===== src/rtl/store_narrow_buffer.sv =====
// store_narrow_buffer: narrows MEM-stage store data to byte/half/word/double,
// places it on the correct byte lanes of a doubleword-aligned write, and queues
// it in a small FIFO that drains to data memory over a valid/ready handshake.
//
// Ports:
//   clk, reset          clock, asynchronous active-low reset
//   in_valid/in_ready   store request handshake
//   in_addr/in_data     byte address and register value of the store
//   in_size             00 byte, 01 half, 10 word, 11 double
//   mem_valid/mem_ready write handshake toward data memory
//   mem_addr            doubleword-aligned address of the head entry
//   mem_wdata           lane-placed, zero-filled write data of the head entry
//   mem_byte_en         byte-lane enables of the head entry
//   count               number of occupied entries
//   misaligned          one-cycle pulse after a misaligned request is consumed
module store_narrow_buffer #(
    parameter int unsigned DEPTH = 4
) (
    input  logic                   clk,
    input  logic                   reset,
    input  logic                   in_valid,
    output logic                   in_ready,
    input  logic [63:0]            in_addr,
    input  logic [63:0]            in_data,
    input  logic [1:0]             in_size,
    output logic                   mem_valid,
    input  logic                   mem_ready,
    output logic [63:0]            mem_addr,
    output logic [63:0]            mem_wdata,
    output logic [7:0]             mem_byte_en,
    output logic [$clog2(DEPTH):0] count,
    output logic                   misaligned
);

    localparam int unsigned PW = $clog2(DEPTH);
    localparam int unsigned CW = PW + 1;

    typedef struct packed {
        logic [63:0] addr;
        logic [63:0] wdata;
        logic [7:0]  byte_en;
    } entry_t;

    entry_t          entry_q [DEPTH];
    entry_t          entry_d [DEPTH];
    logic [PW-1:0]   head_q, head_d;
    logic [PW-1:0]   tail_q, tail_d;
    logic [CW-1:0]   count_q, count_d;
    logic            in_ready_q, in_ready_d;
    logic            mem_valid_q, mem_valid_d;
    logic            misaligned_q, misaligned_d;

    logic [63:0]     size_mask;
    logic [7:0]      base_be;
    logic            misal;
    logic            accept;
    logic            enq;
    logic            deq;
    entry_t          new_entry;

    // Narrowing, lane placement, alignment check and FIFO bookkeeping.
    always_comb begin
        size_mask    = '1;
        base_be      = 8'hFF;
        misal        = 1'b0;
        entry_d      = entry_q;
        head_d       = head_q;
        tail_d       = tail_q;
        count_d      = count_q;

        case (in_size)
            2'b00: begin
                size_mask = 64'h0000_0000_0000_00FF;
                base_be   = 8'h01;
                misal     = 1'b0;
            end
            2'b01: begin
                size_mask = 64'h0000_0000_0000_FFFF;
                base_be   = 8'h03;
                misal     = in_addr[0];
            end
            2'b10: begin
                size_mask = 64'h0000_0000_FFFF_FFFF;
                base_be   = 8'h0F;
                misal     = |in_addr[1:0];
            end
            default: begin
                size_mask = '1;
                base_be   = 8'hFF;
                misal     = |in_addr[2:0];
            end
        endcase

        new_entry.addr    = {in_addr[63:3], 3'b000};
        new_entry.wdata   = (in_data & size_mask) << {in_addr[2:0], 3'b000};
        new_entry.byte_en = base_be << in_addr[2:0];

        // A misaligned request still completes its handshake but is dropped.
        accept = in_valid & in_ready_q;
        enq    = accept & ~misal;
        deq    = mem_valid_q & mem_ready;

        if (enq) begin
            entry_d[tail_q] = new_entry;
            tail_d          = tail_q + PW'(1);
        end
        if (deq) begin
            head_d = head_q + PW'(1);
        end

        case ({enq, deq})
            2'b10:   count_d = count_q + CW'(1);
            2'b01:   count_d = count_q - CW'(1);
            default: count_d = count_q;
        endcase

        in_ready_d   = (count_d != CW'(DEPTH));
        mem_valid_d  = (count_d != '0);
        misaligned_d = accept & misal;
    end

    // State registers; reset clears entries so mem_* read 0 out of reset.
    always_ff @(posedge clk or negedge reset) begin
        if (!reset) begin
            for (int i = 0; i < int'(DEPTH); i++) begin
                entry_q[i] <= '0;
            end
            head_q       <= '0;
            tail_q       <= '0;
            count_q      <= '0;
            in_ready_q   <= 1'b1;
            mem_valid_q  <= 1'b0;
            misaligned_q <= 1'b0;
        end else begin
            entry_q      <= entry_d;
            head_q       <= head_d;
            tail_q       <= tail_d;
            count_q      <= count_d;
            in_ready_q   <= in_ready_d;
            mem_valid_q  <= mem_valid_d;
            misaligned_q <= misaligned_d;
        end
    end

    assign in_ready    = in_ready_q;
    assign mem_valid   = mem_valid_q;
    assign count       = count_q;
    assign misaligned  = misaligned_q;
    assign mem_addr    = entry_q[head_q].addr;
    assign mem_wdata   = entry_q[head_q].wdata;
    assign mem_byte_en = entry_q[head_q].byte_en;

endmodule


===== config.mk =====
export PLATFORM = sky130hd
export DESIGN_NAME = store_narrow_buffer
export DESIGN_NICKNAME = d
export VERILOG_FILES = /design/src/rtl/store_narrow_buffer.sv
export SDC_FILE = /design/constraint.sdc
export NUM_CORES = 1
export LEC_CHECK = 0
export CORE_ASPECT_RATIO = 1.2
export CORE_MARGIN = 2
export CORE_UTILIZATION = 55
export DETAILED_ROUTE_END_ITERATION = 10
export GPL_TIMING_DRIVEN = 1
export PLACE_DENSITY = 0.78
export SYNTH_ARGS = -nofsm -noshare
export SYNTH_HDL_FRONTEND = slang
export SYNTH_SLANG_ARGS = --single-unit

===== constraint.sdc =====
create_clock -name clk -period 4.6 [get_ports clk]
set_clock_uncertainty 0.2 [all_clocks]
set_input_delay 0.46 -clock clk [delete_from_list [all_inputs] [get_ports clk]]
set_output_delay 0.46 -clock clk [all_outputs]
set_load 0.03 [all_outputs]

==> Word-level counts from Yosys, hierarchy flattened <==
Cells that the tools add are included.
{ "classes": {"muxes": 10, "n_shift": 2, "order_cmp": 3, "n_eq_ne": 5, "reduce_logical": 5, "n_addsub": 4, "bitwise_logic": 8} }
{ "op_table": {"columns": ["cell", "count"], "rows": [
  ["$bwmux 544", 1],
  ["$mux 136", 3],
  ["$bmux 136 s2", 1],
  ["$demux 136 s2", 1],
  ["$pmux 64 s3", 1],
  ["$and 64x64->64", 1],
  ["$shl 64x6->64", 1],
  ["$pmux 8 s3", 1],
  ["$shl 8x3->8", 1],
  ["$ge 3x3->1 const B", 2],
  ["$not 2->3", 2],
  ["$pmux 3 s2", 1],
  ["$add 2x1->2 const B", 2],
  ["$and 1x1->1", 4],
  ["$eq 2x1->1 const B", 2],
  ["$eq 2x2->1 const B", 2],
  ["$add 3x1->3 const B", 1],
  ["$lt 3x1->1 const B", 1],
  ["$ne 3x3->1 const B", 1],
  ["$pmux 1 s3", 1],
  ["$reduce_bool 3->1", 1],
  ["$reduce_or 3->1", 1],
  ["$sub 3x1->3 const B", 1],
  ["$logic_not 2->1", 1],
  ["3 further kinds", 3]
]} }
{ "word_totals": {"regBits": 554, "out_inout_bits": 142, "wordCells": 55} }

==> Depth between registers and ports, before layout <==
Gate-level depths: netlist of run 1.
{ "logic_depth": {"word_depth": 7, "ltp_mapped": 11, "depth_no_buf": 10} }

==> Worst setup path after synthesis of run 1 <==
No wires, ideal clock.
{ "synth_timing": {"path_kind": "input port to flip-flop", "startpoint": "input in_addr[0]", "endpoint": "register mem_valid_q, in the netlist mem_valid", "setup_time_ps": 121, "stages": 11, "n_path_buf": 1, "setup_slack_ps": 1854, "arrival_ps": 2425, "path_cell_list": "buf_4 > o21ai_4 > o21a_1 > and3_1 > inv_1 > ha_1 > fa_1 > xnor2_1 > nor2_1 > xor2_1 > nand2b_1"} }
{ "synth_via": {"elab_chain_len": 7, "word_cells_on_any_way": 9, "classes_between": "eq/ne (2); mux (2); bitwise (2); reduce/logical (3)"} }
{ "synth_rtl": {"columns": ["item", "line", "rtl"], "rows": [
  ["start, declared", "23", "input logic [63:0] in_addr,"],
  ["$reduce_or 3->1 / $reduce_or 2->1 (equally long branches)", "90, 85", null],
  ["$pmux 1 s3 *", "71", "case (in_size)"],
  ["$not 1->1 *", "100", "enq = accept & ~misal;"],
  ["$and 1x1->1 *", "100", null],
  ["$eq 2x1->1 / $eq 2x2->1 (equally long branches)", "111", "case ({enq, deq})"],
  ["$pmux 3 s2 *", "111", null],
  ["named net count_d[2]", "48", "logic [CW-1:0] count_q, count_d;"],
  ["$reduce_bool 3->1 *", "118", "mem_valid_d = (count_d != '0);"],
  ["named net mem_valid_d", "50", "logic mem_valid_q, mem_valid_d;"],
  ["end signal, assigned", "140", "mem_valid_q <= mem_valid_d;"],
  ["end, declared", "50", null]
]} }
The timed path passes the listed nets; every way through them passes the cells marked *.
A chain may end at the register's enable or synchronous reset.

==> Final worst setup path of run 1 <==
{ "layout_timing": {"startpoint": "register head_q[0]", "endpoint": "output mem_wdata[31]"} }
{ "layout_via": {"elab_chain_len": 4} }
{ "layout_rtl": {"columns": ["item", "line", "rtl"], "rows": [
  ["start, declared", "46", "logic [PW-1:0] head_q, head_d;"],
  ["start signal, assigned", "128", "head_q <= '0;"],
  ["start signal, assigned", "136", "head_q <= head_d;"],
  ["$not 2->3 (not written as such)", "150", "assign mem_wdata = entry_q[head_q].wdata;"],
  ["$bmux 136 s2", "150", null],
  ["$mux 136 (2 in series)", null, null],
  ["end, declared", "29", "output logic [63:0] mem_wdata,"]
]} }
Every way passes these cells. The select of a mux whose other input is x is not followed.

==> results.py, run 1 <==
metrics = {
    "status": {
        "status": "complete, no violations",
    },
    "critical_path": {
        "crit_arrival_ns": 3.20,
        "r2r_start": "tail_q[1]",
        "reg2reg_depth": 7,
        "r2r_end": "entry_q[369]",
        "critPathRequiredTime_ns": 3.94,
        "critical_path.max_stage_delay_ns": 0.98,
        "cp_cell_sequence": "buf_4, mux4_2, clkdlybuf4s50_1",
        "path_class": "register to output pin",
        "cpLargestDelayFamily": "buffers and inverters",
        "cp_max_fo": 36,
        "rrSetupSlack_ns": 2.08,
        "startpoint_type": "register",
        "worst-path-buf-inv": 2,
        "crit_path_top_delay_cell": "dfrtp_4",
        "end_kind": "output pin",
        "cp-startpoint": "head_q[0]",
    },
    "clock_network": {
        "clock-root-buffer": "clkbuf_16",
        "cts_resized": 0,
        "cts_tree": "yes",
        "clock_sinks": 542,
        "clk_pin_slew_ns": 0.06,
        "htree_levels": 2,
        "postCtsSetupRepairBufs": 0,
        "cts_hold_buf": 1,
        "cts_buffer_depth": 3,
        "cts-buffers-inserted": 55,
        "clk_latency_ns": 0.60,
    },
    "floorplanning": {
        "coreArea_um2": 45000,
        "initial_utilization": 0.559,
        "die_area_um2": 47400,
        "die_h_um": 238,
        "rows": 85,
        "die_w_um": 199,
        "io_pins": 276,
    },
    "routing": {
        "vias_per_cell": 5.86,
        "num_vias": 19600,
        "highest_layer": "met5",
        "wirelength_um": 70100,
        "drc": 0,
        "wl_met2_um": 34300,
        "wl_met1_um": 27200,
        "postRouteAntennaNets": 0,
        "drt_iter0_markers": 1749,
        "wl_per_cell_um": 20.9,
        "first_pass_iters": 6,
        "wl_met3_um": 6120,
    },
    "flow_run": {
        "maxCapViolations": 0,
    },
    "worst_hold_path": {
        "min_to": "entry_q[218]",
        "hold_start": "in_addr[10]",
        "hp-class": "input pin to register",
        "holdPathStages": 3,
    },
    "timing": {
        "relSlewSlack": 0.288,
        "holdWs_ns": 0.267,
        "worstMarginPinSlew_ns": 1.07,
        "rsz0062_at_grt": "no",
        "setup_viol": 0,
        "min_period_over_period": 0.839,
        "final_hold_viol_count": 0,
        "fin_crit_ns": 3.86,
        "drv_slew": 0,
        "fin_setup_tns_ns": 0,
        "fmax_mhz": 259,
    },
    "placement": {
        "port_buffers": 272,
        "gp_congestion": 0.912,
        "place_hpwl_um": 44200,
    },
    "synth": {
        "synth_ff_type": "dfrtp_1",
        "synth-edff-count": 0,
        "ys_types": 50,
        "syn-instance-count": 2522,
        "synth_area_um2": 25100,
        "synth-async-reset-ratio": 1.00,
        "yosysSeqAreaShare": 0.540,
        "avgSynthCellArea_um2": 9.97,
        "ys_warn_count": 0,
        "synth_top_area_frac": 0.539,
        "yosysTopAreaCell": "dfrtp_1",
        "synthTopCellsByArea": "dfrtp_1 54%, nand2_1 15%, mux4_2 12%, o21ai_0 5.0%, buf_2 2.3%",
        "synth.most_common_cell": "nand2_1",
        "synth_seq_cells": 542,
        "synthTopCellsByCount": "1009 x nand2_1, 541 x dfrtp_1, 252 x o21ai_0",
    },
    "grt": {
        "grt_max_degree": 146,
        "grt_usage": 0.303,
        "grt_pass1_vias": 20100,
        "antenna_found_initial": 1,
        "grt_pass1_wl_um": 111000,
        "overflow": 0,
    },
    "finish": {
        "postLayoutCoreUtil": 0.669,
        "nNetsFinal": 2843,
        "drive_gt1_frac": 0.103,
        "diodes": 0,
        "synthToLayoutAreaGrowth_pct": 19.7,
    },
    "power_and_ir_drop": {
        "power.static_leakage_uw": 0.0139,
        "peakVddDrop_uv": 472,
        "p_per_area_nw_per_um2": 759,
    },
}
-- worst max path at each step --
stage                               end  cells past startpoint  slack, ns
after global routing      mem_wdata[31]                      3       0.58
final                     mem_wdata[31]                      3       0.74
after detailed placement      mem_valid                     11       1.19
after floorplan               mem_valid                     11       1.85
after CTS                 mem_wdata[31]                      3       0.68
after global placement        mem_valid                     11       1.21
-- report_power, final --
group	switching (uW)	internal, uW
combinational	5540	4460
sequential	1320	6950
clock	1850	2700
total	8710	14100
-- final cells by class --
| cell class | instances | area (um2) |
|---|---|---|
| repair buffers | 311 | 3200 |
| flip-flops and latches | 542 | 13600 |
| fillers | 3455 | 14900 |
| well taps | 609 | 762 |
| clock buffers | 86 | 1670 |
| clock inverters | 13 | 178 |
| multi-input cells | 1786 | 10700 |
| inverters | 7 | 26.3 |
-- sequential cells by signal, summed over array words and instances, names as in the netlist --
register,flops
entry_q,532
count,3
misaligned,1
mem_valid,1
head_q,2
tail_q,2
in_ready,1
-- stage by stage --
stage | total power [uW] | instance area (um2) | setup slack (ns) | std cells
finish | 22800 | 30100 | 0.740 | 3354
global route | 24100 | 30100 | 0.580 | 3354
CTS | 23000 | 30100 | 0.681 | 3354
detailed placement | 18400 | 28200 | 1.19 | 3254
global placement | 17900 | 28200 | 1.21 | 3254
floorplan | 14500 | 25100 | 1.85 | 2524
-- cells by family (layout without fill, tap and decap cells) --
| kind of cell | after synthesis | in the layout | share of synthesized area |
|---|---|---|---|
| AND/OR/NAND/NOR | 1154 | 1154 | 0.177 |
| adder cells (fa/ha/maj) | 6 | 6 | 0.00329 |
| other | 1 | 3 | 0.000149 |
| XOR/XNOR | 6 | 6 | 0.00209 |
| multiplexers | 175 | 175 | 0.136 |
| flip-flops | 542 | 542 | 0.540 |
| AO/OA/AOI/OAI | 442 | 442 | 0.104 |
| buffers and inverters | 196 | 417 | 0.0381 |
-- per-layer routing --
metal | global-route usage | vias up
met5 | 0 | -
met4 | 0.118 | 2
met3 | 0.0674 | 153
met2 | 0.496 | 814
met1 | 0.398 | 9786
li1 | - | 8887
-- worst register-to-register path, stage by stage (launching register included) --
cell	delay [ns]
dfrtp_1	0.41
inv_1	0.11
ha_1	0.14
and3_1	0.24
o211a_4	0.85
buf_4	0.37
nand2_1	0.09
nand2_1	0.07
-- layout by cell type (no fill, tap or decap), types with 3 or more instances in the layout --
master	netlist	final
clkbuf_16	0	57
o31ai_1	28	28
ha_1	5	5
o211ai_4	1	4
o32ai_2	8	8
clkinv_2	0	5
nand2_1	1009	1009
a211oi_1	3	3
nor2_1	105	105
o32ai_1	5	5
clkbuf_1	51	16
clkdlybuf4s50_1	0	270
buf_12	0	14
o211ai_1	22	22
buf_4	16	25
xnor2_1	4	4
conb_1	1	3
bufinv_16	0	4
a22o_1	8	8
inv_1	5	5
clkbuf_8	0	13
nand3b_1	8	8
o21a_1	3	3
a22oi_1	8	8
and3_1	13	13
mux4_2	133	133
o22ai_1	11	11
o221ai_1	5	5
mux2i_1	40	40
nand3_1	9	9
o21ai_0	252	252
a21oi_1	76	76
o211a_4	0	4
dfrtp_1	541	539
No activity file was read; power rests on OpenSTA's default activity.
==> run 2, diff against run 1 <==
- CORE_UTILIZATION: 55 -> 51
- PLACE_DENSITY: 0.78 -> 0.76
- clock period: 4.6 -> 3.2 ns (I/O delays scaled with it)
==> results.py, run 2 (synthesis results as in run 1) <==
metrics = {
    "status": {
        "status": "complete, but fails checks",
        "violations": "negative setup slack",
    },
    "clock_network": {
        "cts-buffers-inserted": 55,
        "cts_buffer_depth": 3,
        "clock_sinks": 542,
        "cts_tree": "yes",
        "clk_pin_slew_ns": 0.06,
        "clock-root-buffer": "clkbuf_16",
        "htree_levels": 2,
        "clk_latency_ns": 0.60,
    },
    "critical_path": {
        "startpoint_type": "register",
        "crit_arrival_ns": 2.72,
        "cp_max_fo": 30,
        "rrSetupSlack_ns": 0.80,
        "path_class": "register to output pin",
        "critPathRequiredTime_ns": 2.68,
        "cp-startpoint": "head_q[0]",
        "end_kind": "output pin",
        "r2r_start": "in_ready",
    },
    "placement": {
        "placed_cell_area_um2": 28700,
        "gp_congestion": 0.909,
        "place_hpwl_um": 48700,
        "port_buffers": 272,
    },
    "routing": {
        "vias_per_cell": 5.88,
        "wl_per_cell_um": 21.6,
        "wirelength_um": 73900,
        "first_pass_iters": 5,
        "num_vias": 20200,
        "drc": 0,
        "postRouteAntennaNets": 0,
        "drt_iter0_markers": 2070,
    },
    "grt": {
        "grt_pass1_vias": 20800,
        "grt_max_degree": 103,
        "overflow": 0,
        "grt_usage": 0.297,
        "grt_pass1_wl_um": 116000,
        "antenna_found_initial": 3,
    },
    "power_and_ir_drop": {
        "p_per_area_nw_per_um2": 1070,
        "peakVddDrop_uv": 669,
        "p_total_uw": 33000,
        "power.static_leakage_uw": 0.0148,
    },
    "finish": {
        "drive_gt1_frac": 0.121,
        "final_common_cell": "nand2_1",
        "final_cell_mix": "1009 x nand2_1, 539 x dfrtp_1, 252 x o21ai_0, 183 x clkdlybuf4s50_1, 133 x mux4_2",
        "largest-register": "entry_q",
        "synthToLayoutAreaGrowth_pct": 22.3,
        "largest_reg_flops": 532,
        "diodes": 0,
        "fill_cells": 3888,
        "final_area_um2": 30700,
        "nNetsFinal": 2888,
    },
    "timing": {
        "min_period_over_period": 1.01,
        "setup_viol": 9,
        "fin_crit_ns": 3.24,
        "rsz0062_at_grt": "yes",
        "fin_ws_ns": -0.0371,
        "worstMarginPinSlew_ns": 0.888,
        "fmax_mhz": 309,
        "drv_slew": 0,
        "holdWs_ns": 0.0971,
        "relSlewSlack": 0.407,
        "final_hold_viol_count": 0,
    },
    "worst_hold_path": {
        "hold_start": "in_addr[0]",
        "hp-class": "input pin to register",
    },
    "floorplanning": {
        "io_pins": 276,
        "die_area_um2": 51100,
        "coreArea_um2": 48900,
        "rows": 89,
        "die_h_um": 247,
        "initial_utilization": 0.514,
        "die_w_um": 207,
    },
    "flow_run": {
        "maxCapViolations": 0,
    },
}
## run 2: cell types whose count changed in the layout (fill, tap and decap cells not counted), moves of 3 or more
cell,before,now
dlymetal6s2s_1,0,35
clkbuf_1,16,6
clkinv_4,1,6
clkinvlp_4,2,5
buf_12,14,26
buf_4,25,54
clkdlybuf4s50_1,270,183
dlygate4sd2_1,0,52
## run 2: area by class of cell
type	count	area [um2]	share of cell area
clock buffer	72	1560	0.0508
clock inverter	27	343	0.0112
tap	637	797	0.0259
multi-input combinational	1786	10700	0.347
sequential	542	13600	0.441
inverter	7	26.3	0.000855
timing repair buffer	356	3760	0.122
## run 2: final timing paths
kind                            cells past startpoint            to
worst max-delay path                                3  mem_addr[35]
worst min-delay path                                4    misaligned
worst max register to register                      8     mem_valid
worst min register to register                      2  entry_q[253]
max in group asynchronous                           3      in_ready
min in group asynchronous                           2  entry_q[387]
## run 2: report_power, final
| part | total, uW | switching (uW) | leakage, uW | internal, uW |
|---|---|---|---|---|
| Sequential | 11700 | 1740 | 0.00691 | 10000 |
| Combinational | 14500 | 8380 | 0.00693 | 6150 |
| Clock | 6740 | 2800 | 0.000923 | 3940 |
## run 2: per-stage QoR
step / utilization / worst slack [ns] / cells / setup TNS [ns]
after floorplan: - / 0.594 / 2524 / 0
after global placement: 0.588 / 0.118 / 3325 / 0
after detailed placement: 0.588 / 0.0960 / 3325 / 0
after CTS: 0.627 / -0.0878 / 3427 / -1.66
after global routing: 0.629 / -0.138 / 3427 / -3.60
final: 0.629 / -0.0371 / 3427 / -0.139
## run 2: routing by layer
| metal | up-vias | GRT usage | wire, um |
|---|---|---|---|
| met3 | 159 | 0.0617 | 6060 |
| met1 | 10100 | 0.382 | 28900 |
| met4 | 6 | 0.123 | 2890 |
| met2 | 893 | 0.489 | 36000 |
| met5 | - | 0 | 43 |
| li1 | 8986 | - | - |
## run 2: critical path, stage by stage, from the launching register on
cell and delay [ns]:
dfrtp_4 0.52, bufbuf_16 0.43, mux4_2 0.55, clkdlybuf4s50_1 0.61
## run 2: what timing repair did
action | in CTS | in global routing
hold buffers | 1 | 0
resized for setup | 54 | 36
setup endpoints to repair | 104 | 79
gates cloned | 1 | 0
hold endpoints to repair | 82 | 0
buffers inserted | 1 | 0
==> run 3, diff against run 2 <==
- CORE_MARGIN: 2 -> not set
- CTS_CLUSTER_DIAMETER: not set -> 30
==> results.py, run 3 (synthesis results as in run 1) <==
metrics = {
    "grt": {
        "grt_usage": 0.313,
        "antenna_found_initial": 2,
        "grt_pass1_vias": 21600,
        "grt_pass1_wl_um": 120000,
        "grt_max_degree": 133,
        "overflow": 0,
    },
    "clock_network": {
        "clk_pin_slew_ns": 0.05,
        "cts_tree": "yes",
        "clock-root-buffer": "clkbuf_16",
        "clk_latency_ns": 0.63,
        "cts-buffers-inserted": 106,
        "cts_buffer_depth": 3,
        "htree_levels": 3,
        "clock_sinks": 542,
    },
    "power_and_ir_drop": {
        "power.static_leakage_uw": 0.0156,
        "share_comb_of_total_power": 0.392,
        "power_frac_clock": 0.294,
        "p_per_area_nw_per_um2": 1150,
        "p_sw_frac": 0.377,
        "p_int_uw": 23400,
        "p_switching_uw": 14100,
        "peakVddDrop_uv": 710,
        "p_seq_frac": 0.314,
    },
    "routing": {
        "num_vias": 20800,
        "postRouteAntennaNets": 0,
        "first_pass_iters": 7,
        "drt_iter0_markers": 2088,
        "drc": 0,
        "wl_per_cell_um": 21.7,
        "wirelength_um": 76800,
        "vias_per_cell": 5.89,
    },
    "critical_path": {
        "startpoint_type": "register",
        "crit_arrival_ns": 2.63,
        "path_class": "register to output pin",
        "end_kind": "output pin",
        "reg2reg_depth": 8,
        "critPathRequiredTime_ns": 2.68,
        "cp_max_fo": 9,
    },
    "timing": {
        "worstMarginPinSlew_ns": 0.814,
        "min_period_over_period": 0.986,
        "fin_ws_ns": 0.0464,
        "drv_slew": 0,
        "rsz0062_at_grt": "no",
        "final_hold_viol_count": 0,
        "fin_crit_ns": 3.15,
        "setup_viol": 0,
        "fmax_mhz": 317,
        "relSlewSlack": 0.457,
        "fin_setup_tns_ns": 0,
    },
    "floorplanning": {
        "rows": 88,
        "die_w_um": 205,
        "die_area_um2": 50200,
        "initial_utilization": 0.520,
        "io_pins": 276,
        "coreArea_um2": 48300,
        "die_h_um": 245,
    },
    "finish": {
        "nNetsFinal": 2947,
        "largest-register": "entry_q",
        "drive_gt1_frac": 0.153,
        "fill_cells": 3455,
        "final_common_cell": "nand2_1",
        "final_cell_mix": "1009 x nand2_1, 539 x dfrtp_1, 252 x o21ai_0, 173 x clkdlybuf4s50_1, 133 x mux4_2",
        "largest_reg_flops": 532,
        "synthToLayoutAreaGrowth_pct": 29.3,
        "diodes": 0,
    },
    "status": {
        "status": "complete, no violations",
    },
    "placement": {
        "gp_congestion": 0.903,
        "port_buffers": 272,
        "place_ws_ns": 0.126,
        "place_hpwl_um": 48200,
    },
    "worst_hold_path": {
        "holdPathStages": 4,
        "hp-class": "input pin to register",
    },
    "flow_run": {
        "maxCapViolations": 0,
    },
}
[run 3: cell count changes in the layout (fill, tap and decap cells not counted), sizes merged, moves of 11 or more]
cell | previous run | this run
clkbuf | 73 | 133
dlygate4sd2 | 52 | 73
clkinvlp | 5 | 19
clkinv | 14 | 27
inv | 9 | 22
dlymetal6s2s | 35 | 24
[run 3: power by group through the flow]
stage | logic (uW) | registers (uW) | clock network [uW]
after floorplan | 9630 | 11200 | 0
after global placement | 14600 | 11500 | 0
after detailed placement | 14900 | 11800 | 0
after CTS | 14900 | 11800 | 11100
after global routing | 15700 | 12100 | 11500
final | 14700 | 11800 | 11000
[run 3: area by class of cell]
type / instances / area (um2) / area share
Tap cell: 630 / 788 / 0.0242
Multi-Input combinational cell: 1786 / 10700 / 0.328
Inverter: 7 / 26.3 / 0.000808
Sequential cell: 542 / 13600 / 0.417
Clock buffer: 133 / 2930 / 0.0900
Clock inverter: 69 / 719 / 0.0221
Timing Repair Buffer: 364 / 3800 / 0.117
[run 3: routing by layer]
metal  part of all wire  vias up  GRT usage  routed length (um)
met5            0.00018        -          0                  14
met4              0.051        2      0.173                3890
met3              0.090      214     0.0692                6900
met2               0.48     1083      0.502               37200
met1               0.38    10300      0.394               28800
li1                   -     9149          -                   -
[run 3: path summary, 6_finish.rpt]
check,startpoint,end,slack [ns]
setup / recovery,head_q[0],mem_wdata[19],0.05
hold / removal,in_addr[0],misaligned,0.08
setup reg to reg,in_ready,mem_valid,0.83
hold reg to reg,entry_q[96],entry_q[96],0.27
max in group asynchronous,reset,in_ready,1.73
min in group asynchronous,reset,entry_q[521],0.09
[run 3: what timing repair did]
action / in CTS / in global routing
hold buffers: 1 / 0
gates cloned: 2 / 0
hold endpoints to repair: 100 / 0
setup buffers: 3 / 0
endpoints found under the setup margin: 110 / 24
gates resized for setup: 76 / 24
[run 3: metrics by stage]
stage	area, um2	instances	util	power [uW]	hold slack (ns)
finish	32500	3531	0.673	37500	0.0824
CTS	32500	3531	0.671	37800	0.0636
global placement	28800	3323	0.595	26100	0.168
global route	32500	3531	0.673	39400	0.0963
floorplan	25100	2524	-	20800	-0.176
detailed placement	28800	3323	0.595	26800	0.178
[run 3: critical path, cell delays in order, from the launching register on]
cell and delay, ns:
dfrtp_4 0.43, buf_12 0.14, buf_4 0.27, mux4_2 0.54, clkdlybuf4s50_1 0.61
